===== config.mk =====
export PLATFORM = sky130hd
export DESIGN_NAME = scroll_addr_gen_flat
export DESIGN_NICKNAME = d
export VERILOG_FILES = /design/src/rtl/scroll_pkg.sv /design/src/rtl/scroll_addr_gen_if.sv /design/src/rtl/wrap_addsub.sv /design/src/rtl/scroll_addr_gen.sv /design/src/flat_wrapper.sv
export SDC_FILE = /design/constraint.sdc
export NUM_CORES = 1
export LEC_CHECK = 0
export CORE_AREA = 2 2 109 111
export CTS_BUF_LIST = sky130_fd_sc_hd__clkbuf_4
export DETAILED_ROUTE_END_ITERATION = 8
export DIE_AREA = 0 0 111 113
export DONT_BUFFER_PORTS = 1
export PLACE_DENSITY = 0.7
export SYNTH_ARGS = -nofsm -noshare
export SYNTH_HDL_FRONTEND = slang
export SYNTH_SLANG_ARGS = --single-unit

===== constraint.sdc =====
create_clock -name clk -period 5.7 [get_ports clk]
set_input_delay 0.57 -clock clk [delete_from_list [all_inputs] [get_ports clk]]
set_output_delay 0.57 -clock clk [all_outputs]
set_load 0.01 [all_outputs]

===== src/rtl/scroll_pkg.sv =====
// -----------------------------------------------------------------------------
// scroll_pkg
// Shared definitions for the scroll_addr_gen frame-buffer address generator:
//   - state_e : scroller FSM states (PAUSE, RUN, HOMING)
//   - DIR_*   : encoding of the 2-bit scroll direction input
// -----------------------------------------------------------------------------
package scroll_pkg;

  typedef enum logic [1:0] {
    PAUSE  = 2'd0,
    RUN    = 2'd1,
    HOMING = 2'd2
  } state_e;

  localparam logic [1:0] DIR_LEFT  = 2'b00;  // x_off increases
  localparam logic [1:0] DIR_RIGHT = 2'b01;  // x_off decreases
  localparam logic [1:0] DIR_UP    = 2'b10;  // y_off increases
  localparam logic [1:0] DIR_DOWN  = 2'b11;  // y_off decreases

endpackage


===== src/rtl/scroll_addr_gen_if.sv =====
// -----------------------------------------------------------------------------
// scroll_addr_gen_if
// Video-side bus between the VGA timing source and scroll_addr_gen.
//   h_cnt, v_cnt  : VGA pixel/line counters (10 bits each)
//   valid         : VGA active-area flag
//   pixel_addr    : ROM pixel address (ADDR_W bits), 2 cycles after h/v_cnt
//   addr_valid    : valid, delayed to line up with pixel_addr
// Modports:
//   master : VGA side (drives counters, receives the address)
//   slave  : address generator
// -----------------------------------------------------------------------------
interface scroll_addr_gen_if #(
  parameter int ADDR_W = 17
);
  logic [9:0]        h_cnt;
  logic [9:0]        v_cnt;
  logic              valid;
  logic [ADDR_W-1:0] pixel_addr;
  logic              addr_valid;

  modport master (
    output h_cnt, v_cnt, valid,
    input  pixel_addr, addr_valid
  );

  modport slave (
    input  h_cnt, v_cnt, valid,
    output pixel_addr, addr_valid
  );
endinterface


===== src/rtl/wrap_addsub.sv =====
// -----------------------------------------------------------------------------
// wrap_addsub
// Combinational modular add/subtract: y = (a + b) mod N or (a - b) mod N.
// Operands must already satisfy a < N and b < N, so one conditional
// correction by N is enough.
// Ports:
//   a, b : operands (W bits, each < N)
//   sub  : 0 = add, 1 = subtract
//   y    : result in [0, N-1]
// -----------------------------------------------------------------------------
module wrap_addsub #(
  parameter int N = 320,
  parameter int W = $clog2(N)
) (
  input  logic [W-1:0] a,
  input  logic [W-1:0] b,
  input  logic         sub,
  output logic [W-1:0] y
);

  localparam logic [W:0] MOD = (W+1)'(N);

  logic [W:0] sum;
  logic [W:0] diff;

  // NOTE: every output of a combinational block gets a value on every path
  // (default first), otherwise synthesis infers a latch.
  always_comb begin
    sum  = {1'b0, a} + {1'b0, b};
    diff = {1'b0, a} - {1'b0, b};   // MSB set means a borrow occurred
    y    = '0;
    if (sub) begin
      y = diff[W] ? W'(diff + MOD) : diff[W-1:0];
    end else begin
      y = (sum >= MOD) ? W'(sum - MOD) : sum[W-1:0];
    end
  end

endmodule


===== src/rtl/scroll_addr_gen.sv =====
// -----------------------------------------------------------------------------
// scroll_addr_gen
// Maps VGA h_cnt/v_cnt to a frame-buffer pixel address with integer
// down-scaling, two-axis wrap-around scrolling, optional mirroring and a
// homing mode that walks both offsets back to zero.
//
// Optional feature macro: SCROLL_MIRROR_EN
//   defined   : mirror_h / mirror_v flip the source image
//   undefined : mirror logic is not built, mirror_h / mirror_v are ignored
//
// Ports:
//   clk       pixel clock
//   rst       asynchronous, active-high reset
//   tick      one-cycle scroll-update strobe
//   en        1 = scroll, 0 = hold
//   home      one-cycle pulse, starts homing
//   dir       scroll direction (see scroll_pkg DIR_*)
//   step      pixels moved per tick
//   mirror_h  mirror source horizontally
//   mirror_v  mirror source vertically
//   busy      high while homing
//   vga       video bus (h_cnt, v_cnt, valid in; pixel_addr, addr_valid out)
// -----------------------------------------------------------------------------
module scroll_addr_gen
  import scroll_pkg::*;
#(
  parameter int IMG_W       = 320,
  parameter int IMG_H       = 240,
  parameter int SCALE_SHIFT = 1,
  parameter int ADDR_W      = 17,
  parameter int STEP_W      = 4
) (
  input  logic              clk,
  input  logic              rst,
  input  logic              tick,
  input  logic              en,
  input  logic              home,
  input  logic [1:0]        dir,
  input  logic [STEP_W-1:0] step,
  input  logic              mirror_h,
  input  logic              mirror_v,
  output logic              busy,
  scroll_addr_gen_if.slave  vga
);

  localparam int XW = $clog2(IMG_W);
  localparam int YW = $clog2(IMG_H);

  localparam logic [1:0] ST_PAUSE  = 2'(PAUSE);
  localparam logic [1:0] ST_RUN    = 2'(RUN);
  localparam logic [1:0] ST_HOMING = 2'(HOMING);

  localparam logic [XW-1:0] X_MAX = XW'(IMG_W - 1);
  localparam logic [YW-1:0] Y_MAX = YW'(IMG_H - 1);

  // ---------------------------------------------------------------------------
  // Effective step: saturated below IMG_H so that each offset update needs at
  // most one modulus correction on either axis.
  // ---------------------------------------------------------------------------
  logic [STEP_W-1:0] es;
  logic [XW-1:0]     es_x;
  logic [YW-1:0]     es_y;

  always_comb begin
    es = step;
    if (int'(step) > IMG_H - 1) es = STEP_W'(IMG_H - 1);
  end

  assign es_x = XW'(es);
  assign es_y = YW'(es);

  // ---------------------------------------------------------------------------
  // Working offsets and FSM
  // ---------------------------------------------------------------------------
  logic [1:0]    state;
  logic [1:0]    state_nxt;
  logic [XW-1:0] x_off;
  logic [YW-1:0] y_off;
  logic [XW-1:0] x_step;
  logic [YW-1:0] y_step;
  logic [XW-1:0] x_home;
  logic [YW-1:0] y_home;

  wrap_addsub #(.N(IMG_W), .W(XW)) u_x_step (
    .a   (x_off),
    .b   (es_x),
    .sub (dir == DIR_RIGHT),
    .y   (x_step)
  );

  wrap_addsub #(.N(IMG_H), .W(YW)) u_y_step (
    .a   (y_off),
    .b   (es_y),
    .sub (dir == DIR_DOWN),
    .y   (y_step)
  );

  // Homing walks toward zero and saturates there; it never wraps.
  assign x_home = (x_off > es_x) ? x_off - es_x : '0;
  assign y_home = (y_off > es_y) ? y_off - es_y : '0;

  always_comb begin
    state_nxt = state;
    case (state)
      ST_PAUSE:  if (home) state_nxt = ST_HOMING;
                 else if (en) state_nxt = ST_RUN;
      ST_RUN:    if (home) state_nxt = ST_HOMING;
                 else if (!en) state_nxt = ST_PAUSE;
      ST_HOMING: if (x_off == '0 && y_off == '0) state_nxt = ST_PAUSE;
      default:   state_nxt = ST_PAUSE;
    endcase
  end

  // NOTE: clocked state uses non-blocking assignments so every register
  // samples pre-edge values regardless of statement order.
  always_ff @(posedge clk or posedge rst) begin
    if (rst) begin
      state <= ST_PAUSE;
      busy  <= 1'b0;
      x_off <= '0;
      y_off <= '0;
    end else begin
      state <= state_nxt;
      busy  <= (state_nxt == ST_HOMING);
      // A tick that coincides with home is handled by the current state,
      // so it is a RUN (or ignored PAUSE) tick rather than a homing tick.
      if (tick) begin
        case (state)
          ST_RUN: begin
            if (dir[1]) y_off <= y_step;
            else        x_off <= x_step;
          end
          ST_HOMING: begin
            x_off <= x_home;
            y_off <= y_home;
          end
          default: ;
        endcase
      end
    end
  end

  // ---------------------------------------------------------------------------
  // Shadow offsets, committed once per frame at (0,0). The first pixel of the
  // frame uses the value being committed so the whole frame sees one offset.
  // ---------------------------------------------------------------------------
  logic          commit;
  logic [XW-1:0] x_cur;
  logic [YW-1:0] y_cur;
  logic [XW-1:0] x_base;
  logic [YW-1:0] y_base;

  assign commit = (vga.h_cnt == '0) && (vga.v_cnt == '0);
  assign x_base = commit ? x_off : x_cur;
  assign y_base = commit ? y_off : y_cur;

  always_ff @(posedge clk or posedge rst) begin
    if (rst) begin
      x_cur <= '0;
      y_cur <= '0;
    end else if (commit) begin
      x_cur <= x_off;
      y_cur <= y_off;
    end
  end

  // ---------------------------------------------------------------------------
  // Stage 1: scale, clamp, mirror, add scroll offset
  // ---------------------------------------------------------------------------
  logic [9:0]    sx_full;
  logic [9:0]    sy_full;
  logic [XW-1:0] sx_c;
  logic [YW-1:0] sy_c;
  logic [XW-1:0] sx_m;
  logic [YW-1:0] sy_m;
  logic [XW-1:0] x_sum;
  logic [YW-1:0] y_sum;

  assign sx_full = vga.h_cnt >> SCALE_SHIFT;
  assign sy_full = vga.v_cnt >> SCALE_SHIFT;
  assign sx_c    = (int'(sx_full) > IMG_W - 1) ? X_MAX : XW'(sx_full);
  assign sy_c    = (int'(sy_full) > IMG_H - 1) ? Y_MAX : YW'(sy_full);

`ifdef SCROLL_MIRROR_EN
  assign sx_m = mirror_h ? X_MAX - sx_c : sx_c;
  assign sy_m = mirror_v ? Y_MAX - sy_c : sy_c;
`else
  logic unused_mirror;
  assign unused_mirror = mirror_h ^ mirror_v;
  assign sx_m = sx_c;
  assign sy_m = sy_c;
`endif

  wrap_addsub #(.N(IMG_W), .W(XW)) u_x_add (
    .a   (sx_m),
    .b   (x_base),
    .sub (1'b0),
    .y   (x_sum)
  );

  wrap_addsub #(.N(IMG_H), .W(YW)) u_y_add (
    .a   (sy_m),
    .b   (y_base),
    .sub (1'b0),
    .y   (y_sum)
  );

  logic [XW-1:0] x_s1;
  logic [YW-1:0] y_s1;
  logic          valid_s1;

  // NOTE: pipeline registers are plain flops (not a memory), so they are
  // cheap to reset and the reset keeps stale addresses off the bus.
  always_ff @(posedge clk or posedge rst) begin
    if (rst) begin
      x_s1     <= '0;
      y_s1     <= '0;
      valid_s1 <= 1'b0;
    end else begin
      x_s1     <= x_sum;
      y_s1     <= y_sum;
      valid_s1 <= vga.valid;
    end
  end

  // ---------------------------------------------------------------------------
  // Stage 2: linear address
  // ---------------------------------------------------------------------------
  logic [ADDR_W-1:0] addr_s2;
  logic              valid_s2;

  always_ff @(posedge clk or posedge rst) begin
    if (rst) begin
      addr_s2  <= '0;
      valid_s2 <= 1'b0;
    end else begin
      addr_s2  <= ADDR_W'(y_s1) * ADDR_W'(IMG_W) + ADDR_W'(x_s1);
      valid_s2 <= valid_s1;
    end
  end

  assign vga.pixel_addr = addr_s2;
  assign vga.addr_valid = valid_s2;

endmodule

===== src/flat_wrapper.sv =====
// flat-port wrapper written by rule: the top's interface ports become plain ports
module scroll_addr_gen_flat import scroll_pkg::*;
#(
  parameter int IMG_W       = 320,
  parameter int IMG_H       = 240,
  parameter int SCALE_SHIFT = 1,
  parameter int ADDR_W      = 17,
  parameter int STEP_W      = 4
)
  (clk, rst, tick, en, home, dir, step, mirror_h, mirror_v, busy, vga_h_cnt, vga_v_cnt, vga_valid, vga_pixel_addr, vga_addr_valid);
  scroll_addr_gen_if #(.ADDR_W(ADDR_W)) vga_i ();
  input  logic clk;
  input  logic rst;
  input  logic tick;
  input  logic en;
  input  logic home;
  input  logic [1:0] dir;
  input  logic [STEP_W-1:0] step;
  input  logic mirror_h;
  input  logic mirror_v;
  output logic busy;
  input wire logic [$bits(vga_i.h_cnt)-1:0] vga_h_cnt;
  input wire logic [$bits(vga_i.v_cnt)-1:0] vga_v_cnt;
  input wire logic [$bits(vga_i.valid)-1:0] vga_valid;
  output wire logic [$bits(vga_i.pixel_addr)-1:0] vga_pixel_addr;
  output wire logic [$bits(vga_i.addr_valid)-1:0] vga_addr_valid;
  assign vga_i.h_cnt = vga_h_cnt;
  assign vga_i.v_cnt = vga_v_cnt;
  assign vga_i.valid = vga_valid;
  assign vga_pixel_addr = vga_i.pixel_addr;
  assign vga_addr_valid = vga_i.addr_valid;
  scroll_addr_gen #(.IMG_W(IMG_W), .IMG_H(IMG_H), .SCALE_SHIFT(SCALE_SHIFT), .ADDR_W(ADDR_W), .STEP_W(STEP_W)) u_core (.clk(clk), .rst(rst), .tick(tick), .en(en), .home(home), .dir(dir), .step(step), .mirror_h(mirror_h), .mirror_v(mirror_v), .busy(busy), .vga(vga_i));
endmodule

==> results of run 1 <==
critical path, stage by stage:
cell and delay, ns:
or4_1 0.57, nor2_2 0.44, mux2i_1 0.38, inv_1 0.11, ha_1 0.32, a211oi_1 0.25
nor2_1 0.13, o31ai_1 0.31, a21boi_1 0.38, ha_1 0.26, and4b_1 0.19, o21ai_0 0.12
inv_1 0.11, a32o_1 0.12, a21oi_1 0.08, mux2_2 0.28
layout make-up:
| type | count | area (um2) | share of cell area |
|---|---|---|---|
| clock inverters | 7 | 92.6 | 0.0158 |
| inverters | 42 | 158 | 0.0269 |
| diodes | 1 | 2.50 | 0.000427 |
| repair buffers | 2 | 15.0 | 0.00256 |
| clock buffers | 9 | 67.6 | 0.0115 |
| well taps | 143 | 179 | 0.0306 |
| multi-input cells | 462 | 3510 | 0.600 |
| flip-flops and latches | 73 | 1830 | 0.312 |
placed cells by master, fill, tap and decap left out, drive strengths merged, types with 7 or more instances in the layout:
| cell | instances |
|---|---|
| ha | 56 |
| clkbuf | 9 |
| nor4 | 8 |
| o21a | 7 |
| nand2 | 33 |
| nand2b | 18 |
| fa | 8 |
| xnor2 | 24 |
| nor2 | 44 |
| o21ai | 38 |
| dfrtp | 73 |
| mux2 | 19 |
| nor2b | 16 |
| a21o | 14 |
| inv | 44 |
| nand3 | 12 |
| nor3 | 13 |
| xor2 | 19 |
| a21oi | 37 |
power groups by stage:
stage	logic [mW]	registers, mW	clock network [mW]
floorplan	0.899	0.690	0
global placement	0.980	0.786	0
detailed placement	1.01	0.787	0
CTS	1.02	0.777	0.399
global route	1.15	0.792	0.418
finish	1.03	0.776	0.391
state kept, by name, summed over array words and instances, names as in the netlist:
name and count:
u_core.x_off 9, u_core.vga.addr_valid 1, u_core.state 2, u_core.x_cur 9
u_core.vga.pixel_addr 17, u_core.y_off 8, u_core.valid_s1 1, u_core.busy 1
u_core.x_s1 9, u_core.y_cur 8, u_core.y_s1 8
stage by stage:
stage          power [mW]  utilization  cells
5_1_grt              2.36        0.519    739
6_report             2.20        0.519    739
2_1_floorplan        1.59            -    595
3_3_place_gp         1.77        0.505    722
4_1_cts              2.20        0.519    738
3_5_place_dp         1.80        0.505    722
Yosys cell counts (all sizes together), types with 13 or more instances:
library cell and count:
a21o 14, a21oi 37, dfrtp 73, ha 56, inv 42, mux2 19, nand2 33, nand2b 18
nor2 44, nor2b 16, nor3 13, o21ai 38, xnor2 24, xor2 19
layer usage:
metal	vias to the layer above	GRT usage
met5	-	0
met4	0	0.0783
li1	2112	-
met2	88	0.347
met3	14	0.0295
met1	2061	0.251
path summary, 6_finish.rpt:
path                                       from                  endpoint  slack, ns  depth (start not counted)
max in group asynchronous                   rst  u_core.vga.pixel_addr[7]       4.84                          2
worst min-delay path                  vga_valid           u_core.valid_s1       0.14                          0
worst min register to register   u_core.x_s1[4]  u_core.vga.pixel_addr[4]       0.36                          0
min in group asynchronous                   rst     u_core.vga.addr_valid       0.25                          2
worst max-delay path               vga_h_cnt[9]            u_core.y_s1[4]       1.42                         16
worst max register to register  u_core.y_off[1]            u_core.y_s1[4]       2.12                         14
cells by family (layout without fill, tap and decap cells):
group                    Yosys count  count (layout)  synth area share
multiplexers                      25              25            0.0491
flip-flops                        73              73             0.327
other                              0               1                 0
AO/OA/AOI/OAI                    158             158             0.194
XOR/XNOR                          43              43            0.0675
adder cells (fa/ha/maj)           64              64             0.154
AND/OR/NAND/NOR                  172             172             0.164
buffers and inverters             60              60            0.0428
==> out/results.ini, run 1 <==
[run_status]
run_status = finished, final reports clean

[hold_path]
hp-class = input port to register

[place]
place_hpwl_mm = 9.44
dp_slack_ns = 0.984
routabilityCongestion = 0.909
portBuffers = 0
placed_area_um2 = 5690

[yosys]
async_flop_share = 1.00
yosysUniqueCellTypes = 72
synth_cells = 595
yosysTopAreaCellShare = 0.327
ys_top_cells_by_area = dfrtp_1 (33%), ha_1 (13%), xnor2_1 (3.8%)
ys.flop_type = dfrtp_1
syn_nets = 693
synth_seq_cells = 73
synth_edf_count = 0
yosysWarnings = 0
syn-cell-area_um2 = 5580
yosys.area.top_type = dfrtp_1
ys_seq_area_frac = 0.327
synth_area_per_cell_um2 = 9.38

[cts]
htree_levels = 3
clk_pin_slew_ns = 0.13
cts_tree = done
clock-root-buffer = clkbuf_4
cts_hold_buf = 0
clockBufferDepth = 2
clock-sinks = 73
cts_setup_buffers = 0
cts_made_buffers = 9
ctsResizeCount = 0
insertion_delay_ns = 0.46

[setup_path]
worstPathMaxFanout = 10
cp.required_ns = 6.05
end_kind = register
critical_path_class = input port to register
cp.arrival_ns = 4.63
start_kind = input port

[global_routing]
grt_max_degree = 74
grt_pass1_wl_mm = 20.2
grt_antenna_before_repair = 1
grt_pass1_vias = 4170
track_usage = 0.199
grt_overflow = 0

[timing]
tightest_slew_ns = 1.07
hold_viol_final = 0
whs_ns = 0.136
max_freq_mhz = 234
tns_ns = 0
maxSlewViolCount = 0
rsz0062_at_grt = false
min_period_ns = 4.28
slew_headroom = 0.281
setup_slack_ns = 1.42
skew_ns = 0.0172
finalSetupViolCount = 0
period_share = 0.751

[flow_run]
drv_cap = 0

[pwr]
internal_power_mw = 1.23
pwr-share-seq = 0.353
p_sw_frac = 0.439
power.switching_uw = 966
clockPowerShare = 0.178
powerDensity_nw_per_um2 = 376
pwr-share-comb = 0.469
total_leakage_power_nw = 2.65
peakVddDrop_v = 0.000158

[routing]
dr_wl_met2_mm = 6.26
route.final.wire_length_mm = 12.3
ant_nets = 0
top_layer_used = met4
drt-met1-wl_mm = 5.48
drt_iter0_markers = 203
vias_per_cell = 5.78
route.met3.wl_um = 414
drt-wirelength-per-cell_um = 16.7
drtPass1Iterations = 5
num_vias = 4275
drc = 0

[floorplanning]
rows = 39
fp.coreArea_um2 = 11300
die-area_um2 = 12500
io_pins = 53
die_w_um = 111
die_h_um = 113
initial_core_util = 0.495

[cells_and_area]
fill_cells = 1011
design_area_um2 = 5850
final_net_count = 688
area_growth_pct = 4.93
drive_gt1_frac = 0.0975

(Power assumes the default switching activity.)
==> run 2: changes to the inputs <==
- clock period: 5.7 -> 4.45 ns (I/O delays scaled with it)
==> run 2 against run 1 <==
Against the previous run: first-iteration DRC count fell by 5.4%; largest cell class unchanged; critical endpoint unchanged; global-route usage rose by 0.32 points; worst hold slack worse by 0.099 ns; sequential power up 28%; flip-flop and latch count is the same.
==> out/results.ini, run 2 (synthesis gave the netlist of run 1 again) <==
[pwr]
clockPowerShare = 0.158  ; -0.020
power.switching_mw = 1.21  ; +26%
p_sw_frac = 0.443  ; +0.00371
pwr-share-comb = 0.480  ; +0.011
pwr-share-seq = 0.362  ; +0.009
internal_power_mw = 1.53  ; +24%
peakVddDrop_v = 0.000188  ; +19%
powerDensity_nw_per_um2 = 467  ; +24%
total_leakage_power_nw = 2.66  ; +0.28%

[timing]
setup_slack_ns = 0.462  ; -0.956 ns
rsz0062_at_grt = false
tightest_slew_ns = 1.08  ; +0.00527 ns
min_period_ns = 3.99
tns_ns = 0  ; unchanged
max_freq_mhz = 251
period_share = 0.896
maxSlewViolCount = 0  ; unchanged
finalSetupViolCount = 0  ; unchanged
slew_headroom = 0.278  ; -0.00354
hold_viol_final = 0  ; unchanged
skew_ns = 0.0269  ; +0.00972 ns

[cells_and_area]
final_net_count = 693  ; +0.73%
multi_input_area_um2 = 3510  ; unchanged
mostFrequentLayoutCell = dfrtp_1
finalNonFillerCells = 743  ; +0.54%
fill_cells = 998  ; -1.3%
regArea_um2 = 1830  ; unchanged
final_cell_mix = dfrtp_1 (73), ha_1 (56), nor2_1 (43), inv_1 (41), a21oi_1 (37)
drive_gt1_frac = 0.104  ; +0.00603
area_growth_pct = 5.16
largest_reg_flops = 17  ; unchanged

[routing]
ant_nets = 0  ; unchanged
drc = 0  ; unchanged
drt-wirelength-per-cell_um = 16.4  ; -1.7%
vias_per_cell = 5.83  ; +0.86%
drt_iter0_markers = 192  ; -5.4%
route.final.wire_length_mm = 12.2  ; -1.2%
num_vias = 4335  ; +1.4%
drtPass1Iterations = 4  ; -1

[cts]
clock-root-buffer = clkbuf_4
htree_levels = 3  ; unchanged
cts_made_buffers = 9  ; unchanged
insertion_delay_ns = 0.45  ; about the same
clock-sinks = 73  ; unchanged
ctsResizeCount = 0  ; unchanged
cts_tree = done
clk_pin_slew_ns = 0.14  ; about the same
clockBufferDepth = 2  ; unchanged

[floorplanning]
rows = 39  ; unchanged
die_w_um = 111  ; unchanged
initial_core_util = 0.495  ; unchanged
fp.coreArea_um2 = 11300  ; unchanged
io_pins = 53  ; unchanged
die_h_um = 113  ; unchanged
die-area_um2 = 12500  ; unchanged

[hold_path]
hp-class = input port to register
worstHoldPathCells = 1  ; +1

[global_routing]
grt_antenna_before_repair = 1  ; unchanged
grt_max_degree = 74  ; unchanged
grt_pass1_wl_mm = 20.5  ; +1.7%
grt_overflow = 0  ; unchanged
grt_pass1_vias = 4220  ; +1.2%
track_usage = 0.202  ; +0.00316

[place]
dp_cells = 726  ; +0.55%
dp_slack_ns = 0.0866  ; -0.897 ns
place_hpwl_mm = 9.34  ; -1.1%
portBuffers = 0  ; unchanged
routabilityCongestion = 0.873  ; -4.0%

[setup_path]
r2r_cells = 12  ; -2
critical_path_class = input port to register
cp.required_ns = 4.79  ; -1.26 ns
end_kind = register
worstPathMaxFanout = 8  ; -2
start_kind = input port
cp.arrival_ns = 4.33  ; -0.30 ns

[flow_run]
drv_cap = 0  ; unchanged

[run_status]
run_status = finished, final reports clean

==> run 2: changes by cell type in the layout (fill, tap and decap cells not counted), sizes merged <==
cell | previous run | this run
inv | 44 | 42
bufinv | 2 | 1
buf | 2 | 6
clkbuf | 9 | 10
dlygate4sd3 | 0 | 1
clkinvlp | 1 | 2
==> run 2: layout make-up <==
class / instances / area share
Clock inverter: 5 / 0.00981
Antenna cell: 1 / 0.000427
Clock buffer: 10 / 0.0128
Timing Repair Buffer: 7 / 0.00938
Sequential cell: 73 / 0.311
Tap cell: 143 / 0.0305
Inverter: 42 / 0.0269
Multi-Input combinational cell: 462 / 0.599
==> run 2: metrics by stage <==
| stage | power, mW | cell area, um2 | hold slack (ns) | utilization |
|---|---|---|---|---|
| 6_report | 2.74 | 5870 | 0.0370 | 0.520 |
| 3_3_place_gp | 2.26 | 5720 | 0.332 | 0.508 |
| 2_1_floorplan | 2.03 | 5580 | 0.331 | - |
| 5_1_grt | 2.98 | 5870 | 0.0244 | 0.520 |
| 4_1_cts | 2.74 | 5860 | 0.0246 | 0.520 |
| 3_5_place_dp | 2.31 | 5720 | 0.335 | 0.508 |
==> run 2: path summary, 6_finish.rpt <==
path	start	end	slack, ns
worst min-delay path	home	u_core.state[0]	0.04
max in group asynchronous	rst	u_core.x_cur[8]	3.69
worst max register to register	u_core.x_off[2]	u_core.x_off[6]	0.95
worst min register to register	u_core.x_s1[0]	u_core.vga.pixel_addr[0]	0.36
min in group asynchronous	rst	u_core.valid_s1	0.15
worst max-delay path	vga_h_cnt[4]	u_core.y_s1[4]	0.46
==> run 2: critical path: stages <==
cell,delay (ns)
nor4_1,0.48
nand4_1,0.18
nor2_2,0.28
buf_4,0.23
mux2i_1,0.25
inv_1,0.09
ha_1,0.31
a211oi_1,0.24
nor2_1,0.12
o31ai_1,0.27
a21boi_1,0.29
ha_1,0.23
and4b_1,0.19
o21ai_0,0.11
inv_1,0.11
a32o_1,0.12
a21oi_1,0.08
mux2_2,0.29
==> run 2: power groups by stage <==
stage	clock [mW]	combinational [mW]	sequential [mW]
6_report	0.432	1.32	0.992
5_1_grt	0.472	1.49	1.02
4_1_cts	0.443	1.31	0.992
3_5_place_dp	0	1.30	1.01
3_3_place_gp	0	1.26	1.00
2_1_floorplan	0	1.15	0.884
==> run 2: metal layers <==
metal	routed length [um]	share of wire	track usage	vias to the layer above
li1	-	-	-	2125
met1	5460	0.45	0.256	2078
met2	5970	0.49	0.349	103
met3	421	0.035	0.0305	29
met4	322	0.026	0.0825	0
met5	0	0	0	-
==> run 2: what timing repair did <==
| item | in CTS | in global routing |
|---|---|---|
| hold buffers | 1 | 0 |
| endpoints found under the hold margin | 1 | 0 |
| setup buffers | 0 | 0 |
==> run 3: changes to the inputs <==
- ABC_AREA: default -> 1
- CELL_PAD_IN_SITES_DETAIL_PLACEMENT: default -> 1
- CELL_PAD_IN_SITES_GLOBAL_PLACEMENT: default -> 1
- PLACE_DENSITY: 0.7 -> 0.87
==> run 3 against run 2 <==
Against the previous run: largest power group unchanged; register-to-register slack improved by 0.23 ns; clock power increased by 4.6%; synthesized cell count increased by 22%; maximum frequency rose by 6.0%; clock skew shrank 0.0084 ns.
==> out/results.ini, run 3 <==
[run_status]
run_status = finished, final reports clean

[global_routing]
grt_antenna_before_repair = 1  ; unchanged
grt_pass1_wl_mm = 25.0  ; +22%
track_usage = 0.250  ; +0.0479
grt_overflow = 0  ; unchanged
grt_max_degree = 50  ; -32%
grt_pass1_vias = 5291  ; +25%

[yosys]
yosysTopAreaCellShare = 0.334  ; +0.00674
yosys.area.top_type = dfrtp_1
synth_seq_cells = 73  ; unchanged
syn-cell-area_um2 = 5470  ; -2.0%
synth_commonest_cells = nand2_1 (162), inv_1 (105), dfrtp_1 (73)
yosys.area_share.simple = 0.256  ; +0.0913
synthAdderAreaFrac = 0.157  ; +0.00318
ys_seq_area_frac = 0.334  ; +0.00674
yosysWarnings = 0  ; unchanged
synth_compound_area_frac = 0.114  ; -0.0800
yosysUniqueCellTypes = 44  ; -39%
synth_mux_area_frac = 0  ; -0.0491
async_flop_share = 1.00  ; unchanged
synth_cells = 724  ; +22%
ys_top_cells_by_area = dfrtp_1 (33%), ha_1 (13%), nand2_1 (11%)
yosysMostFrequentCell = nand2_1
synth_edf_count = 0  ; unchanged
synth_top_family_by_area = simple AND/OR/NAND/NOR gates
synth_area_per_cell_um2 = 7.55  ; -19%
syn_nets = 822  ; +19%
synth_xor_area_frac = 0.0542  ; -0.0133
ys.flop_type = dfrtp_1

[place]
place_hpwl_mm = 12.0  ; +29%
dp_cells = 860  ; +18%
routabilityCongestion = 0.857  ; -1.8%
portBuffers = 0  ; unchanged

[cells_and_area]
largest_reg_flops = 17  ; unchanged
final_net_count = 830  ; +20%
area_growth_pct = 6.09
mostFrequentLayoutCell = nand2_1
fill_cells = 1435  ; +44%
drive_gt1_frac = 0.0665  ; -0.0370
finalNonFillerCells = 881  ; +19%
final_cell_mix = nand2_1 (162), inv_1 (104), dfrtp_1 (73), nor2_1 (67), ha_1 (56)

[timing]
rsz0062_at_grt = false
tns_ns = 0  ; unchanged
max_freq_mhz = 266  ; +6.0%
maxSlewViolCount = 0  ; unchanged
min_period_ns = 3.76  ; -0.227 ns
period_share = 0.845  ; -0.0510
tightest_slew_ns = 0.979  ; -0.0968 ns
slew_headroom = 0.346  ; +0.0684
finalSetupViolCount = 0  ; unchanged
hold_viol_final = 0  ; unchanged
skew_ns = 0.0185  ; -0.00844 ns

[setup_path]
crit_start = vga_v_cnt[6]
critical_path_class = input port to register
crit-reg2reg-launch = u_core.x_off[1]
r2r_cells = 16  ; +4
cpMostUsedCell = nand2_1
end_kind = register
cp.required_ns = 4.87  ; +0.08 ns
start_kind = input port
crit_path_cell_trace = inv_1 -> nor4_1 -> nor2_1 -> nand2_1 -> nor3_1 -> nand4_1 -> buf_4 -> buf_4 -> o21ai_0 -> ha_1 -> a21oi_1 -> nand2_2 -> a21oi_1 -> o21ai_1 -> xor2_1 -> ha_1 -> nand2_1 -> nor3_1 -> nand2_1 -> nor2_1 -> nor2_1 -> nand2_2 -> nand2_1 -> nand2_1
critPathTopFamily = simple AND/OR/NAND/NOR gates
cp.depth = 24  ; +6
cpPeakStageDelay_ns = 0.35  ; -0.13 ns
crit_slowest_cell = ha_1
cp.arrival_ns = 4.18  ; -0.15 ns
r2r-end = u_core.x_s1[7]
path_buf_inv = 3  ; unchanged
worstPathMaxFanout = 12  ; +4
r2r_setup_slack_ns = 1.18  ; +0.23 ns

[floorplanning]
die-area_um2 = 12500  ; unchanged
die_w_um = 111  ; unchanged
fp.coreArea_um2 = 11300  ; unchanged
io_pins = 53  ; unchanged
die_h_um = 113  ; unchanged
rows = 39  ; unchanged
initial_core_util = 0.485  ; -0.00999

[routing]
ant_nets = 0  ; unchanged
drtPass1Iterations = 4  ; unchanged
drc = 0  ; unchanged
vias_per_cell = 5.50  ; -5.8%
drt_iter0_markers = 176  ; -8.3%
route.final.wire_length_mm = 14.6  ; +20%
num_vias = 4843  ; +12%
drt-wirelength-per-cell_um = 16.6  ; +1.4%

[pwr]
total_leakage_power_nw = 2.99  ; +12%
peakVddDrop_v = 0.000300  ; +59%
totalPowerFinal_mw = 3.21  ; +17%
powerDensity_nw_per_um2 = 553  ; +18%

[cts]
clock-root-buffer = clkbuf_4
clockBufferDepth = 2  ; unchanged
clock-sinks = 73  ; unchanged
cts_tree = done
ctsResizeCount = 0  ; unchanged
insertion_delay_ns = 0.47  ; +0.02 ns
cts_made_buffers = 9  ; unchanged
clk_pin_slew_ns = 0.14  ; about the same
htree_levels = 3  ; unchanged

[hold_path]
hp-class = input port to async pin

[flow_run]
drv_cap = 0  ; unchanged

==> run 3: cell count changes after synthesis, sizes merged, moves of 16 or more <==
cell,change
nand2,+135
inv,+67
nand2b,-18
nor2b,-16
nand3,+41
nor2,+28
mux2,-19
==> run 3: metrics by stage <==
step / utilization / hold WS, ns / cell area [um2] / worst slack (ns)
finish: 0.514 / 0.0556 / 5800 / 0.689
global route: 0.514 / 0.0490 / 5800 / 0.250
CTS: 0.513 / 0.0411 / 5780 / 0.514
detailed placement: 0.498 / 0.337 / 5620 / 0.0303
global placement: 0.498 / 0.332 / 5620 / 0.292
floorplan: - / 0.331 / 5470 / 0.825
==> run 3: area by class of cell <==
type | instances | area, um2 | share of cell area
Timing Repair Buffer | 7 | 57.6 | 0.00992
Tap cell | 143 | 179 | 0.0309
Clock inverter | 7 | 76.3 | 0.0132
Clock buffer | 9 | 67.6 | 0.0117
Sequential cell | 73 | 1830 | 0.315
Antenna cell | 1 | 2.50 | 0.000431
Inverter | 109 | 409 | 0.0706
Multi-Input combinational cell | 532 | 3180 | 0.548
==> run 3: kinds of logic (layout without fill, tap and decap cells) <==
kind of cell	count (synthesis)	after routing
AND/OR/NAND/NOR	325	325
flip-flops	73	73
other	0	1
XOR/XNOR	33	33
AO/OA/AOI/OAI	110	110
buffers and inverters	119	132
adder cells (fa/ha/maj)	64	64
==> run 3: where the power goes <==
part / internal [mW] / leakage (nW) / switching, mW / total (mW)
clock network: 0.175 / 0.0733 / 0.277 / 0.452
logic: 0.606 / 2.04 / 1.14 / 1.74
registers: 0.818 / 0.876 / 0.198 / 1.02
==> run 3: worst max-delay path by stage <==
stage                                 to
after floorplan           u_core.y_s1[4]
after global placement    u_core.x_s1[6]
after detailed placement  u_core.y_s1[6]
after CTS                 u_core.y_s1[6]
after global routing      u_core.y_s1[5]
final                     u_core.y_s1[6]
==> run 3: layer usage <==
| metal | share of wire | global-route usage |
|---|---|---|
| met1 | 0.44 | 0.303 |
| met2 | 0.50 | 0.440 |
| met3 | 0.034 | 0.0439 |
| met4 | 0.027 | 0.108 |
| met5 | 0 | 0 |
==> run 3: timing repair <==
item / 4_1_cts / 5_1_grt
hold buffers: 2 / 0
setup buffers: 0 / 2
setup endpoints to repair: 0 / 3
endpoints found under the hold margin: 2 / 0
